--- config.mk ---
export PLATFORM = sky130hd
export DESIGN_NAME = eespfal_lane_sequencer
export DESIGN_NICKNAME = d
export VERILOG_FILES = /design/src/rtl/eespfal_seq_pkg.sv /design/src/rtl/eespfal_phase_timer.sv /design/src/rtl/eespfal_lane_sequencer.sv
export SDC_FILE = /design/constraint.sdc
export NUM_CORES = 1
export LEC_CHECK = 0
export ABC_AREA = 1
export CORE_ASPECT_RATIO = 1.2
export CORE_MARGIN = 8
export CORE_UTILIZATION = 40
export CTS_CLUSTER_DIAMETER = 150
export CTS_CLUSTER_SIZE = 30
export DETAILED_ROUTE_END_ITERATION = 16
export GPL_ROUTABILITY_DRIVEN = 0
export GPL_TIMING_DRIVEN = 0
export PLACE_DENSITY = 0.76
export SLEW_MARGIN = 20
export SYNTH_ARGS = -nofsm -noshare
export SYNTH_HDL_FRONTEND = slang
export SYNTH_SLANG_ARGS = --single-unit
--- constraint.sdc ---
create_clock -name wb_clk_i -period 2.9 [get_ports wb_clk_i]
set_input_delay 0.725 -clock wb_clk_i [delete_from_list [all_inputs] [get_ports wb_clk_i]]
set_output_delay 0.725 -clock wb_clk_i [all_outputs]
set_load 0.01 [all_outputs]
--- src/rtl/eespfal_seq_pkg.sv ---
// rtl/eespfal_seq_pkg.sv - shared state encoding and default sizes for the EESPFAL lane sequencer
// Contents: DEF_BIT_SIZE / DEF_CNT_W defaults and the sequencer state enumeration.
package eespfal_seq_pkg;

  localparam int unsigned DEF_BIT_SIZE = 4;
  localparam int unsigned DEF_CNT_W    = 8;

  typedef enum logic [2:0] {
    ST_IDLE    = 3'd0,
    ST_DIS     = 3'd1,
    ST_SETUP   = 3'd2,
    ST_EVAL    = 3'd3,
    ST_HOLD    = 3'd4,
    ST_RECOVER = 3'd5
  } state_t;

endpackage

--- src/rtl/eespfal_phase_timer.sv ---
// rtl/eespfal_phase_timer.sv - loadable phase down-counter with zero clamp and expire flag
// Ports:
//   wb_clk_i, wb_rst_i : clock, asynchronous active-high reset
//   i_load, i_len      : load the counter with max(i_len,1)
//   o_expire           : high during the last cycle of the loaded phase
module eespfal_phase_timer
  import eespfal_seq_pkg::*;
#(
  parameter int unsigned CNT_W = DEF_CNT_W
) (
  input  logic             wb_clk_i,
  input  logic             wb_rst_i,
  input  logic             i_load,
  input  logic [CNT_W-1:0] i_len,
  output logic             o_expire
);

  logic [CNT_W-1:0] r_cnt;

  // A zero length is promoted to one so every phase lasts at least a cycle.
  always_ff @(posedge wb_clk_i or posedge wb_rst_i) begin
    if (wb_rst_i) begin
      r_cnt <= '0;
    end else if (i_load) begin
      r_cnt <= (i_len == '0) ? CNT_W'(1) : i_len;
    end else if (r_cnt != '0) begin
      r_cnt <= r_cnt - CNT_W'(1);
    end
  end

  // Count value 1 is reached exactly once per load, giving a one-cycle flag.
  assign o_expire = (r_cnt == CNT_W'(1));

endmodule

--- src/rtl/eespfal_lane_sequencer.sv ---
// rtl/eespfal_lane_sequencer.sv - phase sequencer driving BIT_SIZE EESPFAL switch lanes
// Ports:
//   wb_clk_i, wb_rst_i            : clock, asynchronous active-high reset
//   start_i, abort_i              : request / terminate an evaluation
//   lane_en_i, x_i, k_i           : per-lane enable, operand, key (latched at accept)
//   t_dis_i, t_eval_i, t_hold_i   : phase lengths in cycles (latched at accept)
//   clk_o, dis_o, dis_phase_o     : power-clock, discharge drive, discharge strobe
//   x_o, x_bar_o, k_o, k_bar_o    : dual-rail operand and key drive
//   s_i, s_bar_i                  : dual-rail switch outputs
//   busy_o, done_o                : not-idle flag, completion pulse
//   result_o, err_o               : captured result and rail-error flags
module eespfal_lane_sequencer
  import eespfal_seq_pkg::*;
#(
  parameter int unsigned BIT_SIZE = DEF_BIT_SIZE,
  parameter int unsigned CNT_W    = DEF_CNT_W
) (
  input  logic                wb_clk_i,
  input  logic                wb_rst_i,
  input  logic                start_i,
  input  logic                abort_i,
  input  logic [BIT_SIZE-1:0] lane_en_i,
  input  logic [BIT_SIZE-1:0] x_i,
  input  logic [BIT_SIZE-1:0] k_i,
  input  logic [CNT_W-1:0]    t_dis_i,
  input  logic [CNT_W-1:0]    t_eval_i,
  input  logic [CNT_W-1:0]    t_hold_i,
  output logic [BIT_SIZE-1:0] clk_o,
  output logic [BIT_SIZE-1:0] dis_o,
  output logic                dis_phase_o,
  output logic [BIT_SIZE-1:0] x_o,
  output logic [BIT_SIZE-1:0] x_bar_o,
  output logic [BIT_SIZE-1:0] k_o,
  output logic [BIT_SIZE-1:0] k_bar_o,
  input  logic [BIT_SIZE-1:0] s_i,
  input  logic [BIT_SIZE-1:0] s_bar_i,
  output logic                busy_o,
  output logic                done_o,
  output logic [BIT_SIZE-1:0] result_o,
  output logic [BIT_SIZE-1:0] err_o
);

  state_t r_state, w_next;

  logic [BIT_SIZE-1:0] r_en, r_x, r_k;
  logic [CNT_W-1:0]    r_t_eval, r_t_hold;
  logic [BIT_SIZE-1:0] r_clk, r_dis, r_x_d, r_xb_d, r_k_d, r_kb_d, r_result, r_err;
  logic                r_dphase, r_done;

  logic                w_accept, w_load, w_capture, w_expire, w_dphase_n;
  logic [CNT_W-1:0]    w_len;
  logic [BIT_SIZE-1:0] w_en_n, w_clk_n, w_dis_n, w_x_n, w_xb_n, w_k_n, w_kb_n;

  eespfal_phase_timer #(.CNT_W(CNT_W)) u_timer (
    .wb_clk_i (wb_clk_i),
    .wb_rst_i (wb_rst_i),
    .i_load   (w_load),
    .i_len    (w_len),
    .o_expire (w_expire)
  );

  always_ff @(posedge wb_clk_i or posedge wb_rst_i) begin
    if (wb_rst_i) r_state <= ST_IDLE;
    else          r_state <= w_next;
  end

  // Abort is tested before expiry in every active state so it always wins.
  always_comb begin
    w_next    = r_state;
    w_load    = 1'b0;
    w_len     = r_t_eval;
    w_capture = 1'b0;
    case (r_state)
      ST_IDLE: if (start_i) begin
        w_next = ST_DIS;
        w_load = 1'b1;
        w_len  = t_dis_i;
      end
      ST_DIS: begin
        if (abort_i)       w_next = ST_RECOVER;
        else if (w_expire) w_next = ST_SETUP;
      end
      ST_SETUP: begin
        if (abort_i) w_next = ST_RECOVER;
        else begin
          w_next = ST_EVAL;
          w_load = 1'b1;
          w_len  = r_t_eval;
        end
      end
      ST_EVAL: begin
        if (abort_i) w_next = ST_RECOVER;
        else if (w_expire) begin
          w_next = ST_HOLD;
          w_load = 1'b1;
          w_len  = r_t_hold;
        end
      end
      ST_HOLD: begin
        if (abort_i) w_next = ST_RECOVER;
        else if (w_expire) begin
          w_next    = ST_RECOVER;
          w_capture = 1'b1;
        end
      end
      ST_RECOVER: w_next = ST_IDLE;
      default:    w_next = ST_IDLE;
    endcase
  end

  assign w_accept = (r_state == ST_IDLE) && start_i;
  assign w_en_n   = w_accept ? lane_en_i : r_en;

  // Drive values are decoded from the next state and registered alongside it,
  // so the macro pins see flop outputs only.
  always_comb begin
    w_clk_n    = '0;
    w_dis_n    = '0;
    w_dphase_n = 1'b0;
    w_x_n      = '0;
    w_xb_n     = '0;
    w_k_n      = '0;
    w_kb_n     = '0;
    case (w_next)
      ST_DIS: begin
        w_dis_n    = w_en_n;
        w_dphase_n = 1'b1;
      end
      ST_SETUP, ST_EVAL, ST_HOLD: begin
        w_x_n  = r_x & r_en;
        w_xb_n = ~r_x & r_en;
        w_k_n  = r_k & r_en;
        w_kb_n = ~r_k & r_en;
        if (w_next != ST_SETUP) w_clk_n = r_en;
      end
      default: ;
    endcase
  end

  always_ff @(posedge wb_clk_i or posedge wb_rst_i) begin
    if (wb_rst_i) begin
      r_en     <= '0;
      r_x      <= '0;
      r_k      <= '0;
      r_t_eval <= '0;
      r_t_hold <= '0;
      r_clk    <= '0;
      r_dis    <= '0;
      r_dphase <= 1'b0;
      r_x_d    <= '0;
      r_xb_d   <= '0;
      r_k_d    <= '0;
      r_kb_d   <= '0;
      r_done   <= 1'b0;
      r_result <= '0;
      r_err    <= '0;
    end else begin
      if (w_accept) begin
        r_en     <= lane_en_i;
        r_x      <= x_i;
        r_k      <= k_i;
        r_t_eval <= t_eval_i;
        r_t_hold <= t_hold_i;
      end
      r_clk    <= w_clk_n;
      r_dis    <= w_dis_n;
      r_dphase <= w_dphase_n;
      r_x_d    <= w_x_n;
      r_xb_d   <= w_xb_n;
      r_k_d    <= w_k_n;
      r_kb_d   <= w_kb_n;
      r_done   <= w_capture;
      if (w_capture) begin
        r_result <= s_i & r_en;
        // Both rails equal means the lane failed to resolve.
        r_err    <= r_en & ~(s_i ^ s_bar_i);
      end
    end
  end

  assign clk_o       = r_clk;
  assign dis_o       = r_dis;
  assign dis_phase_o = r_dphase;
  assign x_o         = r_x_d;
  assign x_bar_o     = r_xb_d;
  assign k_o         = r_k_d;
  assign k_bar_o     = r_kb_d;
  assign done_o      = r_done;
  assign result_o    = r_result;
  assign err_o       = r_err;
  assign busy_o      = (r_state != ST_IDLE);

endmodule

# Yosys cells after proc, flatten, opt, wreduce, memory -nomap -nowiden
# Cells that the tools add are included.
dict set report op_classes {
  n_addsub 1
  n_reduce_logical 7
  bitwise 10
  n_mux 31
  n_eq_ne 10
}
# cell n
set ops {}
lappend ops {{$mux 8} 6}
lappend ops {{$mux 4} 8}
lappend ops {{$and 4x4->4} 6}
lappend ops {{$mux 3} 8}
lappend ops {{$pmux 8 s2} 1}
lappend ops {{$pmux 3 s5} 1}
lappend ops {{$eq 3x2->1 const B} 4}
lappend ops {{$not 4->4} 3}
lappend ops {{$eq 8x1->1 const B} 1}
lappend ops {{$logic_not 8->1} 1}
lappend ops {{$reduce_bool 8->1} 1}
lappend ops {{$sub 8x1->8 const B} 1}
lappend ops {{$eq 3x1->1 const B} 2}
lappend ops {{$eq 3x3->1 const B} 2}
lappend ops {{$mux 1} 6}
lappend ops {{$xor 4x4->4} 1}
lappend ops {{$logic_not 3->1} 1}
lappend ops {{$ne 3x2->1 const B} 1}
lappend ops {{$pmux 1 s3} 1}
lappend ops {{$reduce_bool 3->1} 1}
lappend ops {{$reduce_or 3->1} 1}
lappend ops {{$reduce_bool 2->1} 1}
lappend ops {{$logic_and 1x1->1} 1}
dict set report totals {
  input_bits 48
  word_cells 76
  regBits 73
  out_inout_bits 35
}

# Logic depth before layout (Yosys ltp)
# Gate-level depths: netlist of run 1.
dict set report depth {
  word_depth 7
  mapped_depth 15
  depth_no_buf 15
}

# Hierarchy
# From an unflattened synthesis of run 1, not the netlist that was laid out.
dict set report unflattened {
  cells_unflattened 427
  area_unflattened_um2 3504.6
}
# mod area_each_um2 instances cells_each seq_area_each_um2
set by_module_without_submodules {}
lappend by_module_without_submodules {eespfal_lane_sequencer 2899.0 1 342 1626.6}
lappend by_module_without_submodules {eespfal_phase_timer 605.6 1 85 200.2}

# Least setup slack after synthesis of run 1
# OpenSTA, ideal clock, no wires.
dict set report synth_path {
  path_kind {input-to-reg}
  from {input start_i}
  to {register u_timer.r_cnt[0]}
  path_stages 13
  path_slack_ps 1130
  setup_time_ps 65
  t_arrival_ps 1706
  n_path_buf 2
  t_required_ps 2835
  cell_sequence {buf_2 buf_2 nand2_1 o21ai_0 nand2_1 o21ai_0 nor2_2 nand2_1 nor2_1 nand2_1 nand2_1 nand2_1 nand2_1}
}
dict set report synth_via {
  elab_chain_len 5
  word_cells_on_any_way 8
  classes_between {mux (6); reduce/logical (2)}
}
# item line_no
set synth_lines {}
lappend synth_lines {{start, declared} eespfal_lane_sequencer.sv:20} ;# input logic start_i,
lappend synth_lines {{$mux 8} eespfal_lane_sequencer.sv:74} ;# ST_IDLE: if (start_i) begin
lappend synth_lines {{$pmux 8 s2} eespfal_lane_sequencer.sv:73} ;# case (r_state)
lappend synth_lines {{$logic_not 8->1} eespfal_phase_timer.sv:25} ;# r_cnt <= (i_len == '0) ? CNT_W'(1) : i_len;
lappend synth_lines {{$mux 8} eespfal_phase_timer.sv:25}
lappend synth_lines {{$mux 8} eespfal_phase_timer.sv:24} ;# end else if (i_load) begin
lappend synth_lines {{end signal, assigned} eespfal_phase_timer.sv:25}
lappend synth_lines {{end signal, assigned} eespfal_phase_timer.sv:27} ;# r_cnt <= r_cnt - CNT_W'(1);
lappend synth_lines {{end, declared} eespfal_phase_timer.sv:18} ;# logic [CNT_W-1:0] r_cnt;
# Parallel ways exist; a longest one is shown, timed or not.
# A chain may end at the register's enable or synchronous reset.

# Final worst setup path of run 1
dict set report layout_path {
  from {register r_state[0]}
  to {output busy_o}
}
dict set report layout_via {
  elab_chain_len 1
}
# item line_no
set layout_lines {}
lappend layout_lines {{start, declared} eespfal_lane_sequencer.sv:43} ;# state_t r_state, w_next;
lappend layout_lines {{start signal, assigned} eespfal_lane_sequencer.sv:64} ;# else r_state <= w_next;
lappend layout_lines {{$reduce_bool 3->1} eespfal_lane_sequencer.sv:191} ;# assign busy_o = (r_state != ST_IDLE);
lappend layout_lines {{end, declared} eespfal_lane_sequencer.sv:37} ;# output logic busy_o,
# No other way between the ends.

==> flow_metrics.py, run 1 <==
metrics = {
    "timing": {
        "tightest_slew_ns": 0.373,
        "skew_ns": 0.00647,
        "fin_crit_sh_pct": 80.9,
        "holdWs_ns": 0.436,
        "period_needed_ns": 2.35,
        "hold_violations": 0,
        "finalSetupViolations": 0,
        "fmax_ghz": 0.426,
        "drv_slew": 0,
        "setup_slack_ns": 0.553,
        "max_slew_margin_pct": 75.2,
        "rsz0062_at_grt": "no",
    },
    "critical_path": {
        "reg2regPathDepth": 14,
        "cp.required_ns": 2.17,
        "crit_type": "reg -> out",
        "critPathArrivalTime_ns": 1.62,
        "rrSetupSlack_ns": 1.03,
        "critical_path.endpoint_type": "primary output",
        "worstReg2RegEnd": "u_timer.r_cnt[0]",
        "cp_max_fo": 6,
        "reg2reg_from": "u_timer.r_cnt[1]",
        "start_kind": "flip-flop",
    },
    "routing": {
        "vias": 3033,
        "met3WireLength_um": 633,
        "wire_per_inst_um": 13.8,
        "route.layer.met1.wl_um": 3400,
        "avgViaCountPerCell": 4.75,
        "top_layer_used": "met4",
        "postRouteWirelength_um": 8830,
        "drtIter0Drc": 130,
        "drtPass1Iterations": 4,
        "wl_met2_um": 4520,
        "antenna_left": 0,
        "drc": 0,
    },
    "floorplan": {
        "core_um2": 8890,
        "die_y_um": 120,
        "start_util_pct": 40.5,
        "rows": 38,
        "num_io_pins": 83,
        "die_w_um": 103,
        "die_area_um2": 12300,
    },
    "finish": {
        "drive_above_1_share_pct": 17.7,
        "area_growth_pct": 33.5,
        "nFillCells": 844,
        "final_cell_mix": "nand2_1, clkdlybuf4s50_1, dfrtp_1",
        "final_area_um2": 4810,
        "num_antenna_cells": 0,
        "final_common_cell": "nand2_1",
        "nNetsFinal": 564,
    },
    "cts": {
        "cts_buffers": 9,
        "clkLatencyLatePin_ns": 0.36,
        "post_cts_resized": 0,
        "htree_levels": 3,
        "cts_tree": "built",
        "clk_pin_slew_ns": 0.07,
        "cts_buffer_depth": 2,
        "cts_num_sinks": 73,
        "cts_root_buf": "clkbuf_8",
        "post_cts_buffers": 0,
        "postCtsHoldBufs": 0,
    },
    "yosys": {
        "synth_xor_area_share_pct": 1.46,
        "synth-seq-cells": 73,
        "synth_cell_types": 39,
        "synth-simple-area-share_pct": 27.2,
        "synthMuxAreaShare_pct": 0,
        "synth_compound_area_share_pct": 11.5,
        "syn_avg_cell_area_um2": 8.56,
        "yosysSeqAreaShare_pct": 50.7,
        "synth_top_family_by_area": "simple AND/OR/NAND/NOR gates",
        "synthAdderAreaFrac_pct": 0.695,
        "netlist_area_um2": 3600,
        "synthesis.nets": 471,
        "synth_cells": 421,
        "yosys_warnings": 0,
    },
    "hold_path": {
        "worstHoldPathType": "reg -> reg",
        "hp-start": "r_k[0]",
        "hold_depth": 1,
        "min_to": "k_bar_o[0]",
    },
    "global_routing": {
        "grt_pass1_wl_um": 14700,
        "gr-usage-all-layers_pct": 15.4,
        "grt_max_degree": 48,
        "grt.overflow.total": 0,
        "antenna_found_initial": 0,
        "first_global_vias": 3140,
    },
    "placement": {
        "postPlaceCellArea_um2": 4590,
        "pre_cts_ws_ns": 0.379,
        "post-dp-hpwl_um": 6760,
        "portBuffers": 81,
    },
    "power_and_ir_drop": {
        "max-vdd-ir-drop_mv": 0.294,
        "leakagePower_nw": 2.23,
        "power_density_nw_per_um2": 917,
    },
    "flow_run": {
        "max_cap_violations": 0,
    },
    "status": {
        "outcome": "finished clean",
    },
}
[state kept, by name, indices dropped and copies added (netlist names)]
register and count:
x_o 4, r_k 4, done_o 1, u_timer.r_cnt 8, x_bar_o 4, k_bar_o 4
dis_o 4, result_o 4, clk_o 4, r_state 3, k_o 4, r_t_eval 8
r_t_hold 8, err_o 4, dis_phase_o 1, r_x 4, r_en 4
[worst max-delay path by stage]
stage | from | end | slack [ns] | depth (start not counted)
2_1_floorplan | wb_rst_i | clk_o[0] | 0.32 | 1
6_report | r_state[0] | busy_o | 0.55 | 3
4_1_cts | r_state[0] | busy_o | 0.52 | 3
3_5_place_dp | abort_i | u_timer.r_cnt[0] | 0.38 | 13
5_1_grt | r_state[0] | busy_o | 0.46 | 3
3_3_place_gp | wb_rst_i | result_o[0] | -0.81 | 2
[layout make-up]
type,count,area (um^2),share of cell area [%]
sequential,73,1830,38.0
multi-input combinational,282,1470,30.6
clock inverter,4,50.0,1.04
timing repair buffer,82,838,17.4
tap,120,150,3.12
buffer,12,90.1,1.87
inverter,54,215,4.48
clock buffer,12,165,3.43
[stage by stage]
step / total power, mW / instances / TNS (ns) / util [%]
2_1_floorplan: 2.91 / 421 / 0 / -
4_1_cts: 4.45 / 639 / 0 / 54.1
3_5_place_dp: 3.58 / 623 / 0 / 51.7
3_3_place_gp: 3.51 / 622 / -58.62 / 51.3
6_report: 4.41 / 639 / 0 / 54.1
5_1_grt: 4.75 / 639 / 0 / 54.1
[logic make-up after synthesis]
kind of cell / after synthesis
flops: 73
simple gates: 201
compound gates: 73
fa+ha+maj: 2
xor+xnor: 6
buf+inv: 66
[critical path, stage by stage (launching register included)]
cell	delay (ns)
dfrtp_1	0.48
nor2_4	0.18
nand2_4	0.09
clkdlybuf4s50_1	0.51
[cells in the mapped netlist (all sizes together)]
master | number | area share (%)
o21a | 1 | 0.21
a21oi | 13 | 2.0
nand4 | 1 | 0.17
o21ai | 55 | 8.0
nand2 | 119 | 15
clkbuf | 1 | 0.38
o31ai | 2 | 0.80
xor2 | 1 | 0.24
a31oi | 1 | 0.17
buf | 11 | 2.1
or2 | 3 | 0.52
clkinv | 1 | 0.24
inv | 53 | 5.7
dfrtp | 73 | 51
xnor2 | 5 | 1.2
ha | 2 | 0.69
nand3 | 14 | 2.6
nor2 | 57 | 8.0
nor3 | 3 | 0.56
o211ai | 1 | 0.35
nor4 | 1 | 0.17
nand3b | 3 | 0.63
[per-layer routing]
| layer | vias up | global-route usage [%] |
|---|---|---|
| li1 | 1505 | - |
| met1 | 1397 | 16.7 |
| met2 | 104 | 26.5 |
| met3 | 27 | 3.94 |
| met4 | 0 | 8.19 |
| met5 | - | 0 |
[power breakdown]
| part | leakage [nW] | switching (mW) | internal [mW] |
|---|---|---|---|
| clock network | 0.105 | 0.378 | 0.466 |
| logic | 1.19 | 1.13 | 0.801 |
| registers | 0.938 | 0.233 | 1.40 |
| total | 2.23 | 1.74 | 2.67 |
(Power assumes the default switching activity.)
==> run 2, diff against run 1 <==
Settings changed: PLACE_DENSITY 0.76 to 0.79.
Clock period 2.9 ns to 2 ns, I/O delays scaled along.
==> run 2 against run 1 <==
Against the previous run:
- setup slack got worse by 0.44 ns
- via count shrank 0.76%
- combinational power increased by 44%
- cell count increased by 0.16%
- final area grew 0.65%
- critical path depth unchanged
- clock power up 45%
- global-route usage down 0.19 points
- critical path type unchanged
==> flow_metrics.py, run 2 (synthesis gave the netlist of run 1 again) <==
metrics = {
    "routing": {
        "vias": 3010,
        "postRouteWirelength_um": 8730,
        "antenna_left": 0,
        "drtIter0Drc": 119,
        "wire_per_inst_um": 13.6,
        "drtPass1Iterations": 5,
        "avgViaCountPerCell": 4.70,
        "drc": 0,
    },
    "cts": {
        "cts_buffers": 9,
        "clkLatencyLatePin_ns": 0.34,
        "post_cts_resized": 4,
        "cts_tree": "built",
        "postCtsHoldBufs": 0,
        "clk_pin_slew_ns": 0.08,
        "cts_buffer_depth": 2,
        "post_cts_buffers": 0,
        "htree_levels": 3,
        "cts_num_sinks": 73,
        "cts_root_buf": "clkbuf_8",
    },
    "timing": {
        "rsz0062_at_grt": "no",
        "skew_ns": 0.00693,
        "period_needed_ns": 1.88,
        "tightest_slew_ns": 0.354,
        "fmax_ghz": 0.531,
        "finalSetupViolations": 0,
        "hold_violations": 0,
        "fin_crit_sh_pct": 94.1,
        "drv_slew": 0,
        "max_slew_margin_pct": 76.2,
    },
    "critical_path": {
        "max_stage_delay_ns": 0.47,
        "rrSetupSlack_ns": 0.16,
        "slowest_stage": "dfrtp_2",
        "start_kind": "flip-flop",
        "critPathArrivalTime_ns": 1.38,
        "cp_cell_sequence": "nor2_4, nand2_4, dlygate4sd2_1",
        "critical_path.endpoint_type": "primary output",
        "cp_max_fo": 6,
        "crit_type": "reg -> out",
        "cp.required_ns": 1.50,
    },
    "finish": {
        "seqCellArea_um2": 1830,
        "final_common_cell": "nand2_1",
        "reg_top3": "r_t_eval: 8 flops, r_t_hold: 8 flops, u_timer.r_cnt: 8 flops",
        "multi_input_area_um2": 1480,
        "final_cell_mix": "nand2_1, clkdlybuf4s50_1, dfrtp_1",
        "num_antenna_cells": 0,
        "layout.cells.non_filler": 640,
        "nNetsFinal": 565,
        "nFillCells": 823,
        "area_growth_pct": 34.4,
        "drive_above_1_share_pct": 18.7,
    },
    "power_and_ir_drop": {
        "max-vdd-ir-drop_mv": 0.555,
        "p_total_mw": 6.38,
        "leakagePower_nw": 2.24,
        "power_density_nw_per_um2": 1320,
    },
    "flow_run": {
        "max_cap_violations": 0,
    },
    "floorplan": {
        "num_io_pins": 83,
        "die_y_um": 120,
        "core_um2": 8890,
        "rows": 38,
        "die_w_um": 103,
        "die_area_um2": 12300,
        "start_util_pct": 40.5,
    },
    "status": {
        "outcome": "finished clean",
    },
    "global_routing": {
        "antenna_found_initial": 0,
        "gr-usage-all-layers_pct": 15.2,
        "grt_max_degree": 37,
        "grt.overflow.total": 0,
        "grt_pass1_wl_um": 14700,
        "first_global_vias": 3198,
    },
    "placement": {
        "post-dp-hpwl_um": 6840,
        "portBuffers": 81,
        "placed_cells": 624,
    },
    "hold_path": {
        "worstHoldPathType": "reg -> reg",
    },
}
[run 2: changes by cell type in the layout (fill, tap and decap cells not counted), moves of 2 or more]
cell,before,now
buf_12,0,2
clkdlybuf4s50_1,81,79
dfrtp_1,73,70
dfrtp_2,0,3
[run 2: metrics by stage]
stage	setup WS (ns)	instance area (um^2)	TNS (ns)	hold WS, ns	utilization [%]
floorplan	0.395	3610	0	0.414	-
global placement	-0.289	4570	-14.21	0.420	51.4
detailed placement	-0.278	4610	-4.59	0.426	51.8
CTS	0.0814	4820	0	0.436	54.3
global route	0.00188	4840	0	0.446	54.4
finish	0.118	4840	0	0.432	54.4
[run 2: critical path: cells and delay by family (launching register included)]
family,cells,cell delay [ns]
and+or+nand+nor,2,0.27
buffers and inverters,1,0.30
DFF,1,0.47
[run 2: area by class of cell]
class / count / area share, %
clock inverters: 4 / 1.03
flip-flops and latches: 73 / 37.8
repair buffers: 83 / 17.6
inverters: 54 / 4.52
clock buffers: 12 / 3.41
plain buffers: 12 / 1.86
multi-input cells: 282 / 30.6
well taps: 120 / 3.10
[run 2: final timing paths]
path	endpoint	depth (start not counted)	start
max	busy_o	3	r_state[0]
min	k_bar_o[0]	1	r_k[0]
max reg2reg	u_timer.r_cnt[0]	15	u_timer.r_cnt[1]
min reg2reg	k_bar_o[0]	1	r_k[0]
max in group asynchronous	r_state[1]	3	wb_rst_i
min in group asynchronous	done_o	2	wb_rst_i
[run 2: power by group]
part           internal [mW]  switching (mW)  total, mW
clock network          0.676           0.539       1.22
logic                   1.16            1.63       2.78
registers               2.03           0.351       2.38
total                   3.87            2.52       6.38
[run 2: per-layer routing]
metal | wire [um] | track usage, %
met4 | 148 | 5.98
met3 | 522 | 3.53
met2 | 4570 | 27.2
met5 | 0 | 0
met1 | 3490 | 16.6
